### src/rtl/boot_loader_pkg.sv
// -----------------------------------------------------------------------------
// boot_loader_pkg
// Shared definitions for the bootstrap copy engine:
//   - state_e       : FSM state encoding (3-bit)
//   - DEF_*         : default destination base, copy length and auto-start
//   - ROM_DEPTH     : depth of the bootstrap ROM in bytes
//   - dest_addr()   : RAM destination address for a given copy index
// -----------------------------------------------------------------------------
package boot_loader_pkg;

  typedef enum logic [2:0] {
    ST_IDLE  = 3'd0,
    ST_ADDR  = 3'd1,
    ST_DATA  = 3'd2,
    ST_WRITE = 3'd3,
    ST_DONE  = 3'd4
  } state_e;

  localparam logic [15:0] DEF_DEST_BASE  = 16'hFF00;
  localparam int          DEF_LEN        = 256;
  localparam bit          DEF_AUTO_START = 1'b1;
  localparam int          ROM_DEPTH      = 256;

  // Destination address wraps modulo 2^16 (e.g. FFFF + 1 -> 0000).
  function automatic logic [15:0] dest_addr(input logic [15:0] base,
                                            input logic [8:0]  idx);
    return base + {7'd0, idx};
  endfunction

endpackage

### src/rtl/boot_loader_if.sv
// -----------------------------------------------------------------------------
// boot_loader_if
// Groups the ROM read port and the RAM write port used by the copy engine.
//   rom_addr  : ROM read address (ROM answers one clk later)
//   rom_data  : ROM registered read data
//   ram_addr  : RAM write address
//   ram_wdata : RAM write data
//   ram_we    : write request, held until ram_ack
//   ram_ack   : RAM accepted the write this cycle
// master = the boot loader, slave = ROM / RAM side.
// -----------------------------------------------------------------------------
interface boot_loader_if;
  import boot_loader_pkg::*;

  logic [$clog2(ROM_DEPTH)-1:0] rom_addr;
  logic [7:0]                   rom_data;
  logic [15:0]                  ram_addr;
  logic [7:0]                   ram_wdata;
  logic                         ram_we;
  logic                         ram_ack;

  modport master (
    output rom_addr,
    input  rom_data,
    output ram_addr,
    output ram_wdata,
    output ram_we,
    input  ram_ack
  );

  modport slave (
    input  rom_addr,
    output rom_data,
    input  ram_addr,
    input  ram_wdata,
    input  ram_we,
    output ram_ack
  );

endinterface

### src/rtl/boot_loader.sv
// -----------------------------------------------------------------------------
// boot_loader
// Copies LEN bytes of the bootstrap ROM (offset 0) into RAM at DEST_BASE and
// keeps the CPU halted until the copy is complete. A start pulse in IDLE or
// DONE (re)runs the copy.
// Ports:
//   clk, rst_n : clock, asynchronous active-low reset
//   start      : one-cycle (re)run request, honoured in IDLE / DONE only
//   bus        : ROM read + RAM write port (boot_loader_if.master)
//   cpu_halt   : 1 while the CPU must stay halted (= !done)
//   busy       : copy in progress
//   done       : copy complete
//   checksum   : mod-256 sum of all bytes written in the current run
// -----------------------------------------------------------------------------
module boot_loader
  import boot_loader_pkg::*;
#(
  parameter logic [15:0] DEST_BASE  = DEF_DEST_BASE,
  parameter int          LEN        = DEF_LEN,        // 1..256
  parameter bit          AUTO_START = DEF_AUTO_START
) (
  input  logic                 clk,
  input  logic                 rst_n,
  input  logic                 start,
  boot_loader_if.master        bus,
  output logic                 cpu_halt,
  output logic                 busy,
  output logic                 done,
  output logic [7:0]           checksum
);

  localparam state_e     RESET_STATE = AUTO_START ? ST_ADDR : ST_IDLE;
  // 9-bit index so that LEN=256 reaches its last index (255) without aliasing.
  localparam logic [8:0] LAST_IDX    = 9'(LEN - 1);

  state_e      state_q,    state_d;
  logic [8:0]  idx_q,      idx_d;
  logic [7:0]  wbuf_q,     wbuf_d;
  logic [7:0]  csum_q,     csum_d;
  logic [15:0] ram_addr_q, ram_addr_d;
  logic        ram_we_q,   ram_we_d;
  logic        busy_q,     busy_d;
  logic        done_q,     done_d;

  always_comb begin
    state_d    = state_q;
    idx_d      = idx_q;
    wbuf_d     = wbuf_q;
    csum_d     = csum_q;
    ram_addr_d = ram_addr_q;
    ram_we_d   = 1'b0;
    busy_d     = busy_q;
    done_d     = done_q;

    case (state_q)
      ST_IDLE: begin
        if (start) begin
          state_d = ST_ADDR;
          idx_d   = '0;
          csum_d  = '0;
          busy_d  = 1'b1;
        end
      end

      // rom_addr (= idx) is sampled by the ROM on the closing edge of ADDR.
      ST_ADDR: state_d = ST_DATA;

      // ROM data is valid now. The write address is registered here as well
      // so ram_addr/ram_wdata/ram_we all come from flops during WRITE and
      // cannot glitch while the RAM inserts wait states.
      ST_DATA: begin
        wbuf_d     = bus.rom_data;
        ram_addr_d = dest_addr(DEST_BASE, idx_q);
        ram_we_d   = 1'b1;
        state_d    = ST_WRITE;
      end

      ST_WRITE: begin
        if (bus.ram_ack) begin
          csum_d = csum_q + wbuf_q;
          if (idx_q == LAST_IDX) begin
            state_d = ST_DONE;
            busy_d  = 1'b0;
            done_d  = 1'b1;
          end else begin
            idx_d   = idx_q + 9'd1;
            state_d = ST_ADDR;
          end
        end else begin
          ram_we_d = 1'b1;
        end
      end

      ST_DONE: begin
        if (start) begin
          state_d = ST_ADDR;
          idx_d   = '0;
          csum_d  = '0;
          busy_d  = 1'b1;
          done_d  = 1'b0;
        end
      end

      default: state_d = RESET_STATE;
    endcase
  end

  always_ff @(posedge clk or negedge rst_n) begin
    if (!rst_n) begin
      state_q    <= RESET_STATE;
      idx_q      <= '0;
      wbuf_q     <= '0;
      csum_q     <= '0;
      ram_addr_q <= '0;
      ram_we_q   <= 1'b0;
      busy_q     <= AUTO_START;
      done_q     <= 1'b0;
    end else begin
      state_q    <= state_d;
      idx_q      <= idx_d;
      wbuf_q     <= wbuf_d;
      csum_q     <= csum_d;
      ram_addr_q <= ram_addr_d;
      ram_we_q   <= ram_we_d;
      busy_q     <= busy_d;
      done_q     <= done_d;
    end
  end

  assign bus.rom_addr  = idx_q[7:0];
  assign bus.ram_addr  = ram_addr_q;
  assign bus.ram_wdata = wbuf_q;
  assign bus.ram_we    = ram_we_q;
  assign busy          = busy_q;
  assign done          = done_q;
  assign cpu_halt      = ~done_q;
  assign checksum      = csum_q;

endmodule

### src/flat_wrapper.sv
// flat-port wrapper written by rule: the top's interface ports become plain ports
module boot_loader_flat import boot_loader_pkg::*;
#(
  parameter logic [15:0] DEST_BASE  = DEF_DEST_BASE,
  parameter int          LEN        = DEF_LEN,                 
  parameter bit          AUTO_START = DEF_AUTO_START
)
  (clk, rst_n, start, cpu_halt, busy, done, checksum, bus_rom_addr, bus_rom_data, bus_ram_addr, bus_ram_wdata, bus_ram_we, bus_ram_ack);
  boot_loader_if bus_i ();
  input  logic clk;
  input  logic rst_n;
  input  logic start;
  output logic cpu_halt;
  output logic busy;
  output logic done;
  output logic [7:0] checksum;
  output wire logic [$bits(bus_i.rom_addr)-1:0] bus_rom_addr;
  input wire logic [$bits(bus_i.rom_data)-1:0] bus_rom_data;
  output wire logic [$bits(bus_i.ram_addr)-1:0] bus_ram_addr;
  output wire logic [$bits(bus_i.ram_wdata)-1:0] bus_ram_wdata;
  output wire logic [$bits(bus_i.ram_we)-1:0] bus_ram_we;
  input wire logic [$bits(bus_i.ram_ack)-1:0] bus_ram_ack;
  assign bus_rom_addr = bus_i.rom_addr;
  assign bus_i.rom_data = bus_rom_data;
  assign bus_ram_addr = bus_i.ram_addr;
  assign bus_ram_wdata = bus_i.ram_wdata;
  assign bus_ram_we = bus_i.ram_we;
  assign bus_i.ram_ack = bus_ram_ack;
  boot_loader #(.DEST_BASE(DEST_BASE), .LEN(LEN), .AUTO_START(AUTO_START)) u_core (.clk(clk), .rst_n(rst_n), .start(start), .bus(bus_i), .cpu_halt(cpu_halt), .busy(busy), .done(done), .checksum(checksum));
endmodule
### config.mk
export PLATFORM = sky130hd
export DESIGN_NAME = boot_loader_flat
export DESIGN_NICKNAME = d
export VERILOG_FILES = /design/src/rtl/boot_loader_pkg.sv /design/src/rtl/boot_loader_if.sv /design/src/rtl/boot_loader.sv /design/src/flat_wrapper.sv
export SDC_FILE = /design/constraint.sdc
export NUM_CORES = 1
export LEC_CHECK = 0
export ABC_AREA = 0
export BUFFER_PORTS_ARGS = -buffer_cell sky130_fd_sc_hd__buf_2
export CAP_MARGIN = 10
export CORE_ASPECT_RATIO = 2
export CORE_MARGIN = 2
export CORE_UTILIZATION = 47
export CTS_CLUSTER_SIZE = 12
export DETAILED_ROUTE_END_ITERATION = 10
export PLACE_DENSITY = 0.73
export SYNTH_ARGS = -nofsm -noshare
export SYNTH_HDL_FRONTEND = slang
export SYNTH_SLANG_ARGS = --single-unit
### constraint.sdc
create_clock -name clk -period 2.1 [get_ports clk]
set_input_delay 0 -clock clk [delete_from_list [all_inputs] [get_ports clk]]
set_output_delay 0 -clock clk [all_outputs]
set_load 0.01 [all_outputs]
Word level (Yosys, flattened, before mapping)
Index checks and enable logic that the tools add are counted.
{"block": "op_classes", "n_mux": 21, "n_eq_ne": 10, "reduce_logical": 9, "n_bitwise": 1, "n_addsub": 3}
{"cell": "$mux W9", "n": 3}
{"cell": "$pmux W9 S2", "n": 1}
{"cell": "$mux W8", "n": 2}
{"cell": "$pmux W8 S2", "n": 1}
{"cell": "$pmux W3 S4", "n": 1}
{"cell": "$reduce_and A4 Y1", "n": 3}
{"cell": "$add A9 B10 Y11 const A", "n": 1}
{"cell": "$add A9 B1 Y9 const B", "n": 1}
{"cell": "$eq A9 B8 Y1 const B", "n": 1}
{"cell": "$mux W3", "n": 3}
{"cell": "$add A8 B8 Y8", "n": 1}
{"cell": "$mux W1", "n": 7}
{"cell": "$eq A3 B2 Y1 const B", "n": 2}
{"cell": "$ne A2 B2 Y1 const B", "n": 3}
{"cell": "$pmux W1 S2", "n": 3}
{"cell": "$ne A2 B1 Y1 const B", "n": 2}
{"cell": "$reduce_bool A2 Y1", "n": 2}
{"cell": "$eq A3 B1 Y1 const B", "n": 1}
{"cell": "$eq A3 B3 Y1 const B", "n": 1}
{"cell": "$logic_not A3 Y1", "n": 1}
{"cell": "$reduce_and A3 Y1", "n": 1}
{"cell": "$reduce_and A2 Y1", "n": 1}
{"cell": "$reduce_or A2 Y1", "n": 1}
{"cell": "$not A1 Y1", "n": 1}
{"block": "word_totals", "input_bits": 12, "reg_bits": 47}

Longest topological paths before layout
{"block": "logic_depth", "word_depth": 4, "depth_mapped": 9, "depth_no_buf": 9}

Least setup slack after synthesis
OpenSTA, ideal clock, no wires.
{"block": "synth_path", "kind": "register -> register", "from": "register u_core.wbuf_q[0], in the netlist u_core.bus.ram_wdata[0]", "to": "register u_core.csum_q[6], in the netlist u_core.checksum[6]", "setup_slack_ns": 0.203, "arrival_time_ns": 1.772, "t_required_ns": 1.975, "path_buffers": 0, "path_stages_with_launch": 8, "path_cell_list": "dfrtp_1 ha_1 fa_1 a21o_2 a21o_1 a21oi_1 or4b_1 nand3_1"}
{"block": "synth_between", "elab_chain_cells": 3}
{"element": "start: declaration", "line": "boot_loader.sv:38", "text": "logic [7:0] wbuf_q, wbuf_d;"}
{"element": "start signal: assignment", "line": "boot_loader.sv:121", "text": "wbuf_q <= wbuf_d;"}
{"element": "$add A8 B8 Y8", "line": "boot_loader.sv:80", "text": "csum_d = csum_q + wbuf_q;"}
{"element": "$mux W8", "line": "boot_loader.sv:79", "text": "if (bus.ram_ack) begin"}
{"element": "$pmux W8 S2", "line": "boot_loader.sv:55", "text": "case (state_q)"}
{"element": "end signal: assignment", "line": "boot_loader.sv:122", "text": "csum_q <= csum_d;"}
{"element": "end: declaration", "line": "boot_loader.sv:39", "text": "logic [7:0] csum_q, csum_d;"}
Every way passes these cells. The select of a mux whose other input is x is not followed.
A chain may end at the register's enable or synchronous reset.

Worst setup path after layout
Same ends and word-level chain as after synthesis.

==> results.yml <==
status:
  status: "finished clean"
logic_synthesis:
  synth_ff_type: "dfrtp_1"
  syn_area_per_cell_um2: 11.1
  synth_xor_area_frac: 0.0379
  synth_fa_ha_area_frac: 0.0637
  synth_top_family_by_area: "simple AND/OR/NAND/NOR gates"
  synth-edff-count: 0
  synth-compound-area-share: 0.112
  ys_ff_latch: 40
  ys_types: 39
  yosys.area_share.simple: 0.130
  ys_warn_count: 0
  synthMuxAreaShare: 0.0919
  mappedNetlistNets: 210
  synthesis.area_um2: 2080
  synthCells: 188
  ys_seq_area_frac: 0.482
  ys_async_sr_fraction: 1.00
layout:
  syn2layout_area_growth_pct: 21.3
  nets: 267
  final_area_um2: 2520
  final_cells: 300
  insertedDiodeCount: 0
  drive_gt1_frac: 0.378
pwr:
  power_mw: 3.91
  power_density_nw_per_um2: 1550
  power.static_leakage_nw: 1.25
  vdd_drop_max_v: 0.000713
routing:
  ant_nets: 0
  wirelength_um: 4360
  post-route-drc-count: 0
  drt_pre_antenna_iters: 4
  avgRoutedWirePerCell_um: 14.5
  via_per_inst: 5.29
  drt_iter0_markers: 14
  vias: 1588
floorplan:
  rows: 34
  io_pins: 56
  die_h_um: 98.1
  start_util: 0.485
  die_area_um2: 5010
  die_w_um: 51.1
  coreArea_um2: 4300
critical_path:
  worst_path_largest_cell_delay_ns: 0.41
  required_ns: 2.28
  start_kind: "register"
  crit_buf_inv: 0
  cpMaxStageDelayCell: "fa_1"
  rrSetupSlack_ns: 0.12
  crit_family: "adder cells"
  cp.arrival_ns: 2.16
  end_kind: "register"
  crit_type: "reg2reg"
  critPathMaxFanout: 3
  crit_chain: "ha_1, fa_1, a21o_2, a21o_1, a21oi_1, or4b_1, nand3_1"
clock_network:
  h-tree-depth: 2
  cts.sinks: 40
  cts_made_buffers: 5
  clockBufferDepth: 2
  clk_pin_slew_ns: 0.08
  post-cts-setup-buffers: 0
  cts-root-buf: "clkbuf_8"
  cts_tree: "yes"
  clkLatencyLatePin_ns: 0.30
sta:
  max_freq_mhz: 506
  tightest_slew_ns: 0.895
  fin_tns_setup_ns: 0
  maxSlewHeadroom: 0.403
  skew_ns: 0.00514
  setup-violations-final: 0
  fin_ws_ns: 0.125
  finalCritPeriodShare: 0.941
  hold_viol: 0
  finalMaxSlewViolations: 0
  grt_setup_unrepaired: "no"
  fin_crit_ns: 1.98
hold_path:
  hold_path.class: "in2async"
global_routing:
  grt_pass1_vias: 1646
  antenna_found_initial: 0
  overflow: 0
  grt_max_degree: 41
  track_usage: 0.197
  grt_pass1_wl_um: 7440
job:
  cap_violations: 0
placement:
  pre_cts_ws_ns: 0.141
  placed_cell_area_um2: 2310
  dpl.hpwl_um: 3140
  place.gp.congestion: 0.863
  portBuffers: 55
  dp.cells: 281
==> worst paths after layout <==
kind / end / cells after the start / start
worst min register to register: u_core.bus.ram_addr[6]$_DFFE_PN0N_ / 1 / u_core.bus.ram_addr[6]$_DFFE_PN0N_
max in group asynchronous: u_core.bus.ram_addr[0]$_DFFE_PN0N_ / 2 / rst_n
worst max-delay path: u_core.checksum[6]$_DFFE_PN0P_ / 7 / u_core.bus.ram_wdata[0]$_DFFE_PN0N_
worst min-delay path: u_core.checksum[7]$_DFFE_PN0P_ / 2 / rst_n
worst max register to register: u_core.checksum[6]$_DFFE_PN0P_ / 7 / u_core.bus.ram_wdata[0]$_DFFE_PN0N_
min in group clk: u_core.bus.ram_wdata[3]$_DFFE_PN0N_ / 3 / bus_rom_data[3]
==> stage by stage <==
stage	util	hold slack, ns
6_report	0.588	0.366
5_1_grt	0.588	0.447
4_1_cts	0.586	0.385
3_5_place_dp	0.539	0.173
3_3_place_gp	0.539	0.167
2_1_floorplan	-	-0.296
==> layer usage <==
metal / global-route usage / part of all wire / vias up
met5: 0 / 0 / -
met3: 0.0443 / 0.040 / 16
met2: 0.341 / 0.54 / 44
met1: 0.204 / 0.37 / 763
li1: - / - / 765
met4: 0.129 / 0.044 / 0
==> Yosys cell counts, types with 2 or more instances <==
cell | number | area, um^2
a21oi_1 | 7 | 35.0
xnor2_1 | 4 | 35.0
and3_1 | 2 | 12.5
nand3_1 | 5 | 25.0
xor2_1 | 5 | 43.8
mux2_2 | 17 | 191
a21o_1 | 6 | 45.0
or3_1 | 2 | 12.5
buf_6 | 2 | 22.5
buf_4 | 16 | 120
nor2_1 | 10 | 37.5
ha_1 | 9 | 113
nor3_1 | 5 | 25.0
dfstp_2 | 2 | 52.6
buf_2 | 2 | 10.0
o21ai_0 | 10 | 50.1
a22o_1 | 3 | 26.3
o211ai_1 | 2 | 15.0
dfrtp_1 | 38 | 951
nand4_1 | 3 | 18.8
nand2_1 | 16 | 60.1
inv_1 | 5 | 18.8
==> flip-flops by register name (all words and copies together) (netlist names) <==
register and count:
u_core.bus.ram_addr 9, u_core.bus.ram_wdata 8, u_core.bus.ram_we 1, u_core.busy 1
u_core.checksum 8, u_core.done 1, u_core.idx_q 9, u_core.state_q 3
==> layout by cell type, fill, tap and decap left out, types with 2 or more instances in the layout <==
cell type	count
buf_2	55
dfrtp_1	38
mux2_2	17
nand2_1	16
dlygate4sd3_1	11
nor2_1	10
o21ai_0	10
ha_1	9
a21oi_1	7
a21o_1	6
clkbuf_8	6
inv_1	5
nor3_1	5
nand3_1	5
xor2_1	5
xnor2_1	4
nand4_1	3
a22o_1	3
buf_4	3
and3_1	2
o211ai_1	2
or3_1	2
clkinv_2	2
dfstp_2	2
==> cell type report <==
cell class              count  area [um^2]
clock inverters             2         10.0
repair buffers             70          428
well taps                  54         67.6
inverters                   5         18.8
multi-input cells         123          915
fillers                   411         1770
clock buffers               6         82.6
flip-flops and latches     40         1000
==> kinds of logic (layout without fill, tap and decap cells) <==
| family | count (synthesis) | in the layout |
|---|---|---|
| xor gates and xnor gates | 9 | 9 |
| AOI/OAI and AO/OA | 35 | 35 |
| muxes | 17 | 17 |
| buffers and inverters | 25 | 83 |
| and+or+nand+nor | 52 | 52 |
| DFF | 40 | 40 |
| adders and majority gates | 10 | 10 |
==> power breakdown <==
part	switching [mW]	leakage, nW	internal (mW)	total [mW]
registers	0.313	0.498	1.10	1.41
logic	0.998	0.696	0.963	1.96
clock network	0.269	0.0510	0.262	0.532
==> repair_timing <==
action,CTS,global route
resized for setup,0,1
hold endpoints to repair,48,0
hold buffers,11,0
endpoints found under the setup margin,0,3
Note: power is estimated with default switching activity, not from simulation.
